===== config.mk =====
export PLATFORM = sky130hd
export DESIGN_NAME = wb_uart_lite
export DESIGN_NICKNAME = d
export VERILOG_FILES = /design/src/rtl/wb_uart_lite_pkg.sv /design/src/rtl/uart_tx_fifo.sv /design/src/rtl/wb_uart_lite.sv
export SDC_FILE = /design/constraint.sdc
export NUM_CORES = 1
export LEC_CHECK = 0
export ABC_AREA = 1
export BUFFER_PORTS_ARGS = -buffer_cell sky130_fd_sc_hd__buf_2
export CORE_MARGIN = 4
export CORE_UTILIZATION = 65
export CTS_BUF_LIST = sky130_fd_sc_hd__clkbuf_4
export DETAILED_ROUTE_END_ITERATION = 12
export PLACE_DENSITY = 0.88
export REMOVE_ABC_BUFFERS = 1
export SLEW_MARGIN = 10
export SYNTH_ARGS = -nofsm -noshare
export SYNTH_HDL_FRONTEND = slang
export SYNTH_SLANG_ARGS = --single-unit

===== constraint.sdc =====
create_clock -name wb_clk_i -period 10.7 [get_ports wb_clk_i]
set_clock_uncertainty 0.2 [all_clocks]
set_input_delay 1.07 -clock wb_clk_i [delete_from_list [all_inputs] [get_ports wb_clk_i]]
set_output_delay 1.07 -clock wb_clk_i [all_outputs]
set_load 0.1 [all_outputs]

===== src/rtl/wb_uart_lite_pkg.sv =====
// Shared constants for wb_uart_lite: register map, bit positions, FSM states.
// UART_PARITY_EN widens the state encoding to add a PARITY state.
package wb_uart_lite_pkg;

  localparam logic [1:0] REG_DATA = 2'd0;
  localparam logic [1:0] REG_STAT = 2'd1;
  localparam logic [1:0] REG_DIV  = 2'd2;
  localparam logic [1:0] REG_CTRL = 2'd3;

  localparam int ST_TX_EMPTY = 0;
  localparam int ST_TX_FULL  = 1;
  localparam int ST_RX_VALID = 2;
  localparam int ST_OVERRUN  = 3;
  localparam int ST_FRAME    = 4;
  localparam int ST_TXOVF    = 5;
  localparam int ST_PARITY   = 6;

  localparam int CTRL_RX_IE  = 0;
  localparam int CTRL_TX_IE  = 1;
  localparam int CTRL_ERR_IE = 2;

  localparam logic [15:0] DIV_MIN = 16'd2;

`ifdef UART_PARITY_EN
  typedef enum logic [2:0] {
    S_IDLE, S_START, S_DATA, S_PARITY, S_STOP
  } uart_st_e;
  localparam uart_st_e AFTER_DATA = S_PARITY;
`else
  typedef enum logic [1:0] {
    S_IDLE, S_START, S_DATA, S_STOP
  } uart_st_e;
  localparam uart_st_e AFTER_DATA = S_STOP;
`endif

  function automatic logic [15:0] eff_div(
    input logic [15:0] d
  );
    return (d < DIV_MIN) ? DIV_MIN : d;
  endfunction

endpackage


===== src/rtl/uart_tx_fifo.sv =====
// Show-ahead synchronous byte FIFO for the UART transmit path.
// A push into a full FIFO is accepted when a pop frees a slot that cycle.
module uart_tx_fifo #(
  parameter int TX_DEPTH = 4
) (
  input  logic       clk,
  input  logic       rst,
  input  logic       push,
  input  logic       pop,
  input  logic [7:0] din,
  output logic [7:0] dout,
  output logic       full,
  output logic       empty
);

  localparam int AW = $clog2(TX_DEPTH);

  logic [7:0]  mem [TX_DEPTH];
  logic [AW:0] wp;
  logic [AW:0] rp;
  logic        do_push;
  logic        do_pop;

  assign empty   = (wp == rp);
  assign full    = (wp[AW] != rp[AW]) &&
                   (wp[AW-1:0] == rp[AW-1:0]);
  assign do_pop  = pop & ~empty;
  assign do_push = push & (~full | do_pop);
  assign dout    = mem[rp[AW-1:0]];

  always_ff @(posedge clk or posedge rst) begin
    if (rst) begin
      wp <= '0;
      rp <= '0;
    end else begin
      if (do_push) wp <= wp + 1'b1;
      if (do_pop)  rp <= rp + 1'b1;
    end
  end

  always_ff @(posedge clk) begin
    if (do_push) mem[wp[AW-1:0]] <= din;
  end

endmodule


===== src/rtl/wb_uart_lite.sv =====
// Wishbone UART: TX FIFO + serialiser, synchronised RX, divider, level irq.
// Build option UART_PARITY_EN adds an even-parity bit on both paths.
module wb_uart_lite
  import wb_uart_lite_pkg::*;
#(
  parameter int          TX_DEPTH  = 4,
  parameter logic [15:0] DIV_RESET = 16'd434,
  parameter int          DW        = 32
) (
  input  logic          wb_clk_i,
  input  logic          wb_rst_i,
  input  logic [DW-1:0] wb_adr_i,
  input  logic [DW-1:0] wb_dat_i,
  input  logic [3:0]    wb_sel_i,
  input  logic          wb_we_i,
  input  logic          wb_cyc_i,
  input  logic          wb_stb_i,
  output logic [DW-1:0] wb_dat_o,
  output logic          wb_ack_o,
  output logic          wb_err_o,
  output logic          wb_stall_o,
  output logic          uart_tx_o,
  input  logic          uart_rx_i,
  output logic          irq_o
);

  logic          req, is_err, wr, rd;
  logic [1:0]    ridx;
  logic          wr_data, wr_stat, wr_div, wr_ctrl, rd_data;
  logic [DW-1:0] rdata;
  logic [6:0]    stat;
  logic [15:0]   div_q, div_m1, half_m1;
  logic [2:0]    ctrl_q;
  logic [7:0]    rx_byte;
  logic          rx_valid, ovr, fe, pe, txovf;
  logic          fifo_full, fifo_empty, tx_empty;
  logic [7:0]    fifo_dout;
  logic          unused_bits;

  uart_st_e    tx_st, tx_nx;
  logic [15:0] tx_cnt, tx_cnt_n;
  logic [7:0]  tx_sh, tx_sh_n;
  logic [2:0]  tx_idx, tx_idx_n;
  logic        tx_pop, tx_tick;

  uart_st_e    rx_st, rx_nx;
  logic [15:0] rx_cnt, rx_cnt_n;
  logic [7:0]  rx_sh, rx_sh_n;
  logic [2:0]  rx_idx, rx_idx_n;
  logic [1:0]  rx_sync;
  logic        rx_s, rx_d, rx_tick, rx_drop;
  logic        rx_load, rx_set_fe, rx_set_ovr, rx_set_pe;

  assign wb_stall_o  = 1'b0;
  assign unused_bits = ^{wb_adr_i[DW-1:4],
                         wb_dat_i[DW-1:16],
                         wb_sel_i[3:2]};

  assign req    = wb_cyc_i & wb_stb_i & ~wb_ack_o & ~wb_err_o;
  assign is_err = |wb_adr_i[1:0];
  assign ridx   = wb_adr_i[3:2];
  assign wr     = req & ~is_err & wb_we_i;
  assign rd     = req & ~is_err & ~wb_we_i;

  assign div_m1   = eff_div(div_q) - 16'd1;
  assign half_m1  = (eff_div(div_q) >> 1) - 16'd1;
  assign tx_empty = fifo_empty & (tx_st == S_IDLE);

  always_comb begin
    stat              = '0;
    stat[ST_TX_EMPTY] = tx_empty;
    stat[ST_TX_FULL]  = fifo_full;
    stat[ST_RX_VALID] = rx_valid;
    stat[ST_OVERRUN]  = ovr;
    stat[ST_FRAME]    = fe;
    stat[ST_TXOVF]    = txovf;
    stat[ST_PARITY]   = pe;
  end

  always_comb begin
    wr_data = 1'b0;
    wr_stat = 1'b0;
    wr_div  = 1'b0;
    wr_ctrl = 1'b0;
    rd_data = 1'b0;
    rdata   = '0;
    unique case (1'b1)
      (ridx == REG_DATA): begin
        wr_data    = wr & wb_sel_i[0];
        rd_data    = rd;
        rdata[8:0] = {rx_valid, rx_byte};
      end
      (ridx == REG_STAT): begin
        wr_stat    = wr & wb_sel_i[0];
        rdata[6:0] = stat;
      end
      (ridx == REG_DIV): begin
        wr_div      = wr;
        rdata[15:0] = div_q;
      end
      (ridx == REG_CTRL): begin
        wr_ctrl    = wr & wb_sel_i[0];
        rdata[2:0] = ctrl_q;
      end
      default: ;
    endcase
  end

  uart_tx_fifo #(
    .TX_DEPTH (TX_DEPTH)
  ) u_fifo (
    .clk   (wb_clk_i),
    .rst   (wb_rst_i),
    .push  (wr_data),
    .pop   (tx_pop),
    .din   (wb_dat_i[7:0]),
    .dout  (fifo_dout),
    .full  (fifo_full),
    .empty (fifo_empty)
  );

  always_ff @(posedge wb_clk_i or posedge wb_rst_i) begin
    if (wb_rst_i) begin
      wb_ack_o <= 1'b0;
      wb_err_o <= 1'b0;
      wb_dat_o <= '0;
      div_q    <= DIV_RESET;
      ctrl_q   <= '0;
      rx_byte  <= '0;
      rx_valid <= 1'b0;
      ovr      <= 1'b0;
      fe       <= 1'b0;
      pe       <= 1'b0;
      txovf    <= 1'b0;
      irq_o    <= 1'b0;
    end else begin
      wb_ack_o <= req & ~is_err;
      wb_err_o <= req & is_err;
      if (rd) wb_dat_o <= rdata;
      if (wr_div && wb_sel_i[0]) div_q[7:0]  <= wb_dat_i[7:0];
      if (wr_div && wb_sel_i[1]) div_q[15:8] <= wb_dat_i[15:8];
      if (wr_ctrl) ctrl_q <= wb_dat_i[2:0];
      if (wr_stat) begin
        if (wb_dat_i[ST_OVERRUN]) ovr   <= 1'b0;
        if (wb_dat_i[ST_FRAME])   fe    <= 1'b0;
        if (wb_dat_i[ST_TXOVF])   txovf <= 1'b0;
        if (wb_dat_i[ST_PARITY])  pe    <= 1'b0;
      end
      // hardware events beat a same-cycle W1C
      if (rx_set_ovr) ovr <= 1'b1;
      if (rx_set_fe)  fe  <= 1'b1;
      if (rx_set_pe)  pe  <= 1'b1;
      if (wr_data && fifo_full && !tx_pop) txovf <= 1'b1;
      if (rx_load) begin
        rx_byte  <= rx_sh;
        rx_valid <= 1'b1;
      end else if (rd_data) begin
        rx_valid <= 1'b0;
      end
      irq_o <= (ctrl_q[CTRL_RX_IE] & rx_valid) |
               (ctrl_q[CTRL_TX_IE] & tx_empty) |
               (ctrl_q[CTRL_ERR_IE] & (ovr | fe | pe));
    end
  end

  assign tx_tick = (tx_cnt == 16'd0);

  always_ff @(posedge wb_clk_i or posedge wb_rst_i) begin
    if (wb_rst_i) begin
      tx_st  <= S_IDLE;
      tx_cnt <= '0;
      tx_sh  <= '0;
      tx_idx <= '0;
    end else begin
      tx_st  <= tx_nx;
      tx_cnt <= tx_cnt_n;
      tx_sh  <= tx_sh_n;
      tx_idx <= tx_idx_n;
    end
  end

  always_comb begin
    tx_nx    = tx_st;
    tx_cnt_n = tx_cnt;
    tx_sh_n  = tx_sh;
    tx_idx_n = tx_idx;
    tx_pop   = 1'b0;
    case (tx_st)
      S_IDLE: begin
        if (!fifo_empty) begin
          tx_pop   = 1'b1;
          tx_sh_n  = fifo_dout;
          tx_cnt_n = div_m1;
          tx_nx    = S_START;
        end
      end
      S_START: begin
        if (tx_tick) begin
          tx_nx    = S_DATA;
          tx_cnt_n = div_m1;
          tx_idx_n = '0;
        end else begin
          tx_cnt_n = tx_cnt - 16'd1;
        end
      end
      S_DATA: begin
        if (tx_tick) begin
          tx_cnt_n = div_m1;
          tx_sh_n  = tx_sh >> 1;
          tx_idx_n = tx_idx + 3'd1;
          if (tx_idx == 3'd7) tx_nx = AFTER_DATA;
        end else begin
          tx_cnt_n = tx_cnt - 16'd1;
        end
      end
`ifdef UART_PARITY_EN
      S_PARITY: begin
        if (tx_tick) begin
          tx_nx    = S_STOP;
          tx_cnt_n = div_m1;
        end else begin
          tx_cnt_n = tx_cnt - 16'd1;
        end
      end
`endif
      S_STOP: begin
        if (tx_tick) begin
          // chain straight into the next start bit when data is waiting
          if (!fifo_empty) begin
            tx_pop   = 1'b1;
            tx_sh_n  = fifo_dout;
            tx_cnt_n = div_m1;
            tx_nx    = S_START;
          end else begin
            tx_nx = S_IDLE;
          end
        end else begin
          tx_cnt_n = tx_cnt - 16'd1;
        end
      end
      default: tx_nx = S_IDLE;
    endcase
  end

`ifdef UART_PARITY_EN
  logic tx_par;

  always_ff @(posedge wb_clk_i or posedge wb_rst_i) begin
    if (wb_rst_i)    tx_par <= 1'b0;
    else if (tx_pop) tx_par <= ^fifo_dout;
  end
`endif

  always_comb begin
    uart_tx_o = 1'b1;
    case (tx_st)
      S_START:  uart_tx_o = 1'b0;
      S_DATA:   uart_tx_o = tx_sh[0];
`ifdef UART_PARITY_EN
      S_PARITY: uart_tx_o = tx_par;
`endif
      default:  uart_tx_o = 1'b1;
    endcase
  end

  assign rx_s    = rx_sync[1];
  assign rx_tick = (rx_cnt == 16'd0);

  always_ff @(posedge wb_clk_i or posedge wb_rst_i) begin
    if (wb_rst_i) begin
      rx_sync <= 2'b11;
      rx_d    <= 1'b1;
      rx_st   <= S_IDLE;
      rx_cnt  <= '0;
      rx_sh   <= '0;
      rx_idx  <= '0;
    end else begin
      rx_sync <= {rx_sync[0], uart_rx_i};
      rx_d    <= rx_s;
      rx_st   <= rx_nx;
      rx_cnt  <= rx_cnt_n;
      rx_sh   <= rx_sh_n;
      rx_idx  <= rx_idx_n;
    end
  end

`ifdef UART_PARITY_EN
  logic rx_perr, rx_pbad;

  assign rx_perr = rx_s ^ (^rx_sh);
  assign rx_drop = rx_pbad;

  always_ff @(posedge wb_clk_i or posedge wb_rst_i) begin
    if (wb_rst_i)
      rx_pbad <= 1'b0;
    else if (rx_st == S_PARITY && rx_tick)
      rx_pbad <= rx_perr;
  end
`else
  assign rx_drop = 1'b0;
`endif

  always_comb begin
    rx_nx      = rx_st;
    rx_cnt_n   = rx_cnt;
    rx_sh_n    = rx_sh;
    rx_idx_n   = rx_idx;
    rx_load    = 1'b0;
    rx_set_fe  = 1'b0;
    rx_set_ovr = 1'b0;
    rx_set_pe  = 1'b0;
    case (rx_st)
      S_IDLE: begin
        if (rx_d && !rx_s) begin
          rx_nx    = S_START;
          rx_cnt_n = half_m1;
        end
      end
      S_START: begin
        if (rx_tick) begin
          if (rx_s) begin
            rx_nx = S_IDLE;
          end else begin
            rx_nx    = S_DATA;
            rx_cnt_n = div_m1;
            rx_idx_n = '0;
          end
        end else begin
          rx_cnt_n = rx_cnt - 16'd1;
        end
      end
      S_DATA: begin
        if (rx_tick) begin
          rx_sh_n  = {rx_s, rx_sh[7:1]};
          rx_idx_n = rx_idx + 3'd1;
          rx_cnt_n = div_m1;
          if (rx_idx == 3'd7) rx_nx = AFTER_DATA;
        end else begin
          rx_cnt_n = rx_cnt - 16'd1;
        end
      end
`ifdef UART_PARITY_EN
      S_PARITY: begin
        if (rx_tick) begin
          rx_set_pe = rx_perr;
          rx_nx     = S_STOP;
          rx_cnt_n  = div_m1;
        end else begin
          rx_cnt_n = rx_cnt - 16'd1;
        end
      end
`endif
      S_STOP: begin
        if (rx_tick) begin
          rx_nx = S_IDLE;
          if (!rx_s)         rx_set_fe  = 1'b1;
          else if (rx_drop)  rx_set_fe  = 1'b0;
          else if (rx_valid) rx_set_ovr = 1'b1;
          else               rx_load    = 1'b1;
        end else begin
          rx_cnt_n = rx_cnt - 16'd1;
        end
      end
      default: rx_nx = S_IDLE;
    endcase
  end

endmodule

After elaboration in Yosys (flattened, before gate mapping)
Memories as Yosys holds them, arrays and structs flattened.
Cells that the tools add are included.
- register bits: 117
- memory bits (writable): 32
- input port bits: 74
- output and inout bits: 37
- word-level logic and storage cells: 193
- memories: 1
- $add $sub $neg: 8
- magnitude comparators: 1
- equality and inequality tests: 27
- muxes and demuxes: 73
- bitwise logic cells: 24
- reductions and logical operators: 35
- memory list (memory ; depth ; width ; rd ports ; clocked after Yosys merged registers in ; wr ports ; RTL line ; RTL):
    u_fifo.mem ; 4 ; 8 ; 1 ; 0 ; 1 ; uart_tx_fifo.sv:18 ; logic [7:0] mem [TX_DEPTH];
- operator list (kind ; number):
    two-way mux 16 bit ; 9
    case mux 16 bit (4 select lines) ; 1
    case mux 16 bit (3 select lines) ; 1
    subtractor 16 x 1 -> 16 bit (second input constant) ; 3
    logical NOT 16 bit ; 2
    two-way mux 1 bit ; 32
    two-way mux 8 bit ; 3
    inequality test 2 bit (second input constant) ; 12
    case mux 8 bit (3 select lines) ; 1
    two-way mux 2 bit ; 11
    nonzero test 2 bit ; 9
    < comparator 16 x 2 -> 1 bit (second input constant) ; 1
    case mux 2 bit (4 select lines) ; 2
    subtractor 15 x 1 -> 16 bit (second input constant) ; 1
    two-way mux 3 bit ; 5
    bitwise AND 1 bit ; 14
    adder 3 x 1 -> 3 bit (second input constant) ; 4
    equality test 2 bit (second input constant) ; 6
    case mux 3 bit (2 select lines) ; 2
    case mux 3 bit (4 select lines) ; 1
    case mux 4 bit (3 select lines) ; 1
    AND reduction 5 bit ; 2
    AND reduction 3 bit ; 3
    AND reduction 2 bit ; 4
    17 further kinds ; 38

Depth between registers and ports, before layout
- word-level depth: 11
- gate-level depth with buffers: 18

Modules after synthesis
From an unflattened synthesis, not the netlist that was laid out.
- cell total of the unflattened synthesis: 1120
- area total of the unflattened synthesis: 8877.3 um2
- by module, submodules not included (module ; times used ; cells each ; area an instance (um2)):
    wb_uart_lite ; 1 ; 982 ; 7218.2
    uart_tx_fifo ; 1 ; 138 ; 1659.1

Worst setup path after synthesis
Ideal clock, no wire load.
- path kind: flip-flop to output port
- from: register tx_st[0]
- to: output uart_tx_o
- data arrival time: 2.906 ns
- path slack: 6.524 ns
- cell stages (with the launch flop): 5
- path buffers: 0
- cells stage by stage: dfrtp_1 > inv_1 > ha_1 > inv_1 > o21ai_0
- cells in the longest elaborated chain, start to end: 2
- elaborated cells on any way between the ends: 3
- classes of those cells: 2 x eq/ne; 1 x mux
- RTL lines (what ; RTL line ; RTL):
    from (decl) ; wb_uart_lite.sv:40 ; uart_st_e tx_st, tx_nx;
    from (signal assigned) ; wb_uart_lite.sv:175 ; tx_st <= tx_nx;
    equality test 2 bit / equality test 2 x 1 -> 1 bit (equally long branches) ; wb_uart_lite.sv:256 ; case (tx_st)
    case mux 1 bit (2 select lines) (*) ; wb_uart_lite.sv:256 ;
    to (decl) ; wb_uart_lite.sv:22 ; output logic uart_tx_o,
Mark *: on every way between the ends. The rest lies on a longest branch, timed or not.

Worst setup path in the final report
Ends and elaborated chain as after synthesis.

==> metrics.md <==
| Metric | Value |
|---|---|
| Status | completed |
| Reg area | 3900 sq um |
| IO buf count | 47 |
| Leakage Power | 4.24 nW |
| Largest net degree at the start of global routing | 78 |
| Global route hottest layer | met2 |
| DRT Pass-1 Iters | 6 |
| Max-cap violations | 0 |
| Met3 global-route usage | 0.0580 |
| Clock-pin slew on the worst setup and hold paths | 130 ps |
| Layout cells sized above 1 | 0.130 |
| Fin util | 0.708 |
| Power per cell area | 170 nW/um^2 |
| Peak VDD IR | 0.185 mV |
| Post-CTS Hold Fix Bufs | 0 |
| Slew Limit Fails | 0 |
| Fmax | 250 MHz |
| Asr flop ratio synth | 0.785 |
| Filler instances | 1065 |
| Synth Register Bits | 149 |
| Clk root buf | clkbuf_4 |
| Seq/Total Area, Yosys | 0.437 |
| DP Wirelength | 15700 um |
| Final Setup Violations | 0 |
| Nets | 1273 |
| CTS sink cnt | 149 |
| Met1 Usage GRT | 0.379 |
| Distinct cells, synth | 49 |
| Total Die Area | 15700 sq um |
| Crit path kind | reg -> out |
| Worst Path Max Fanout | 20 |
| Hold Crit Start | rx_sync[0]$_DFF_PP1_ |
| Worst-Margin Slew | 948 ps |
| Row cnt | 42 |
| First-pass GRT wire length | 35700 um |
| Mapped cell area | 8920 sq um |
| Met2 Track Usage GR | 0.441 |
| Antenna-violating nets left | 0 |
| Most frequent cells in the layout | 277 x nand2_1, 115 x nor2_1, 111 x inv_1, 109 x dfrtp_1, 86 x o21ai_0 |
| Clock Path Buffers | 2 |
| Total GRT Usage | 0.280 |
| Mean post-synth cell area | 7.80 sq um |
| DRC errors left | 0 |
| CP Capture Type | primary output |
| Grt total ovfl | 0 |
| Yosys warns | 0 |
| Final TNS setup | 0 ps |
| Slew margin rel. | 0.368 |
| Synthesis-to-layout area growth | 5.97% |
| Die H | 125 um |
| Htree depth | 4 |
| Vias | 7943 |
| Fin crit period | 4000 ps |
| EDFF count, synth | 32 |
| Initial antenna violation count | 0 |
| Final Hold Vio Count | 0 |
| Reg2reg start | div_q[5]$_DFFE_PP1P_ |
| CP startpoint | tx_st[0]$_DFFE_PP0P_ |
| HP Class | reg -> reg |
| Die extent in x | 125 um |
| Multi-input gate area | 4280 sq um |
| Clk_lat worst skew | 580 ps |
| CTS tree | done |
| Via/cell ratio | 5.82 |
| Worst endpoint data arrival time | 2730 ps |
| Drt wl/cell | 16.0 um |
| I/O Pins | 111 |
| DRT Wirelength | 21800 um |
| Initial DRC count | 1035 |
| Commonest non-fill, non-tap cell in the layout | nand2_1 |
| Post-CTS setup buffers | 0 |
| Initial core utilization | 0.668 |
| Top_reg_cell synth | dfrtp_1 |
| Startpoint Class | flip-flop |
| CTS resizes | 0 |
| Antenna Cells | 0 |
| Period utilization | 0.373 |
| Vias in the first global route | 7335 |
| Post-Syn Instances | 1143 |
| CP Data Required Time | 9430 ps |
| TritonCTS buffer count | 17 |
| Core box area | 13300 sq um |
| GPL Wtd Cong | 0.985 |
| Unrepaired setup endpoints after global routing | false |
-- sequential cells by signal, summed over array words and instances (netlist names), 8 cells and up, named ones only --
name / cells
tx_sh: 8
u_fifo.mem: 32
rx_cnt: 16
tx_cnt: 16
rx_byte: 8
rx_sh: 8
wb_dat_o: 16
div_q: 16
-- logic make-up (layout without fill, tap and decap cells) --
group / count (synthesis) / after routing / share of synthesized area
other: 1 / 17 / 0.000420
and+or+nand+nor: 531 / 531 / 0.263
xor gates and xnor gates: 36 / 36 / 0.0362
AOI/OAI and AO/OA: 217 / 217 / 0.141
buffers and inverters: 185 / 214 / 0.0896
adders and majority gates: 24 / 24 / 0.0337
DFF: 149 / 149 / 0.437
-- Yosys cell counts (3+ instances only) --
cell type,number,area (sq um)
nand2_1,277,1040
nor2_1,115,432
inv_1,112,420
dfrtp_1,109,2730
o21ai_0,86,430
nand3_1,81,405
a21oi_1,61,305
edfxtp_1,32,961
o21ai_1,26,130
xor2_1,26,228
ha_1,24,300
buf_4,20,150
clkbuf_1,20,75.1
inv_2,20,75.1
nand4_1,14,87.6
o31ai_1,10,75.1
xnor2_1,9,78.8
dfstp_2,8,210
nor2_2,8,50.1
a32o_1,7,70.1
nand2_2,7,43.8
buf_2,6,30.0
nor2_4,6,67.6
a221oi_1,5,43.8
nor3_1,5,25.0
nor3_2,5,50.1
o22ai_1,5,31.3
nand3_2,4,40.0
buf_6,3,33.8
nand3_4,3,52.6
o211ai_1,3,22.5
o211ai_2,3,37.5
o21ai_2,3,26.3
-- final cells by class --
| class | instances | share of cell area |
|---|---|---|
| Clock buffer | 18 | 0.0143 |
| Multi-Input combinational cell | 825 | 0.453 |
| Tap cell | 176 | 0.0233 |
| Clock inverter | 14 | 0.0179 |
| Sequential cell | 149 | 0.412 |
| Timing Repair Buffer | 48 | 0.0257 |
| Inverter | 134 | 0.0535 |
-- routing by layer --
metal / wire, um / up-vias / part of all wire
li1: - / 3785 / -
met1: 8990 / 3667 / 0.41
met2: 10000 / 408 / 0.46
met3: 1930 / 83 / 0.089
met4: 844 / 0 / 0.039
met5: 0 / - / 0
-- final timing paths --
| path | slack [ps] | cells past startpoint | end |
|---|---|---|---|
| hold / removal | 170 | 0 | rx_sync[1]$_DFF_PP1_ |
| max in group asynchronous | 8630 | 3 | tx_cnt[9]$_DFF_PP0_ |
| setup / recovery | 6700 | 5 | uart_tx_o |
| min in group asynchronous | 310 | 2 | wb_dat_o[14]$_DFFE_PP0P_ |
| setup reg to reg | 7280 | 17 | tx_cnt[14]$_DFF_PP0_ |
| hold reg to reg | 170 | 0 | rx_sync[1]$_DFF_PP1_ |
-- power by group --
part | leakage (nW) | internal, mW | switching (mW) | total, mW
logic | 2.40 | 0.145 | 0.396 | 0.541
registers | 1.67 | 0.635 | 0.0534 | 0.689
clock network | 0.170 | 0.149 | 0.226 | 0.375
total | 4.24 | 0.930 | 0.675 | 1.61
-- worst max-delay path, cell delays in order (launching register included) --
cell,delay (ps)
dfrtp_1,450
inv_1,150
ha_1,570
inv_1,260
o21ai_0,250
buf_2,460
-- per-stage QoR --
step / hold slack, ps / power, mW / setup slack [ps] / instances / instance area, sq um
finish: 174 / 1.61 / 6700 / 1364 / 9450
global route: 177 / 1.70 / 6540 / 1364 / 9450
CTS: 174 / 1.60 / 6700 / 1364 / 9450
detailed placement: 155 / 1.23 / 7360 / 1332 / 9150
global placement: 146 / 1.22 / 7410 / 1332 / 9150
floorplan: 145 / 1.10 / 6140 / 1108 / 8680
Power figures use the tool's default switching activity.
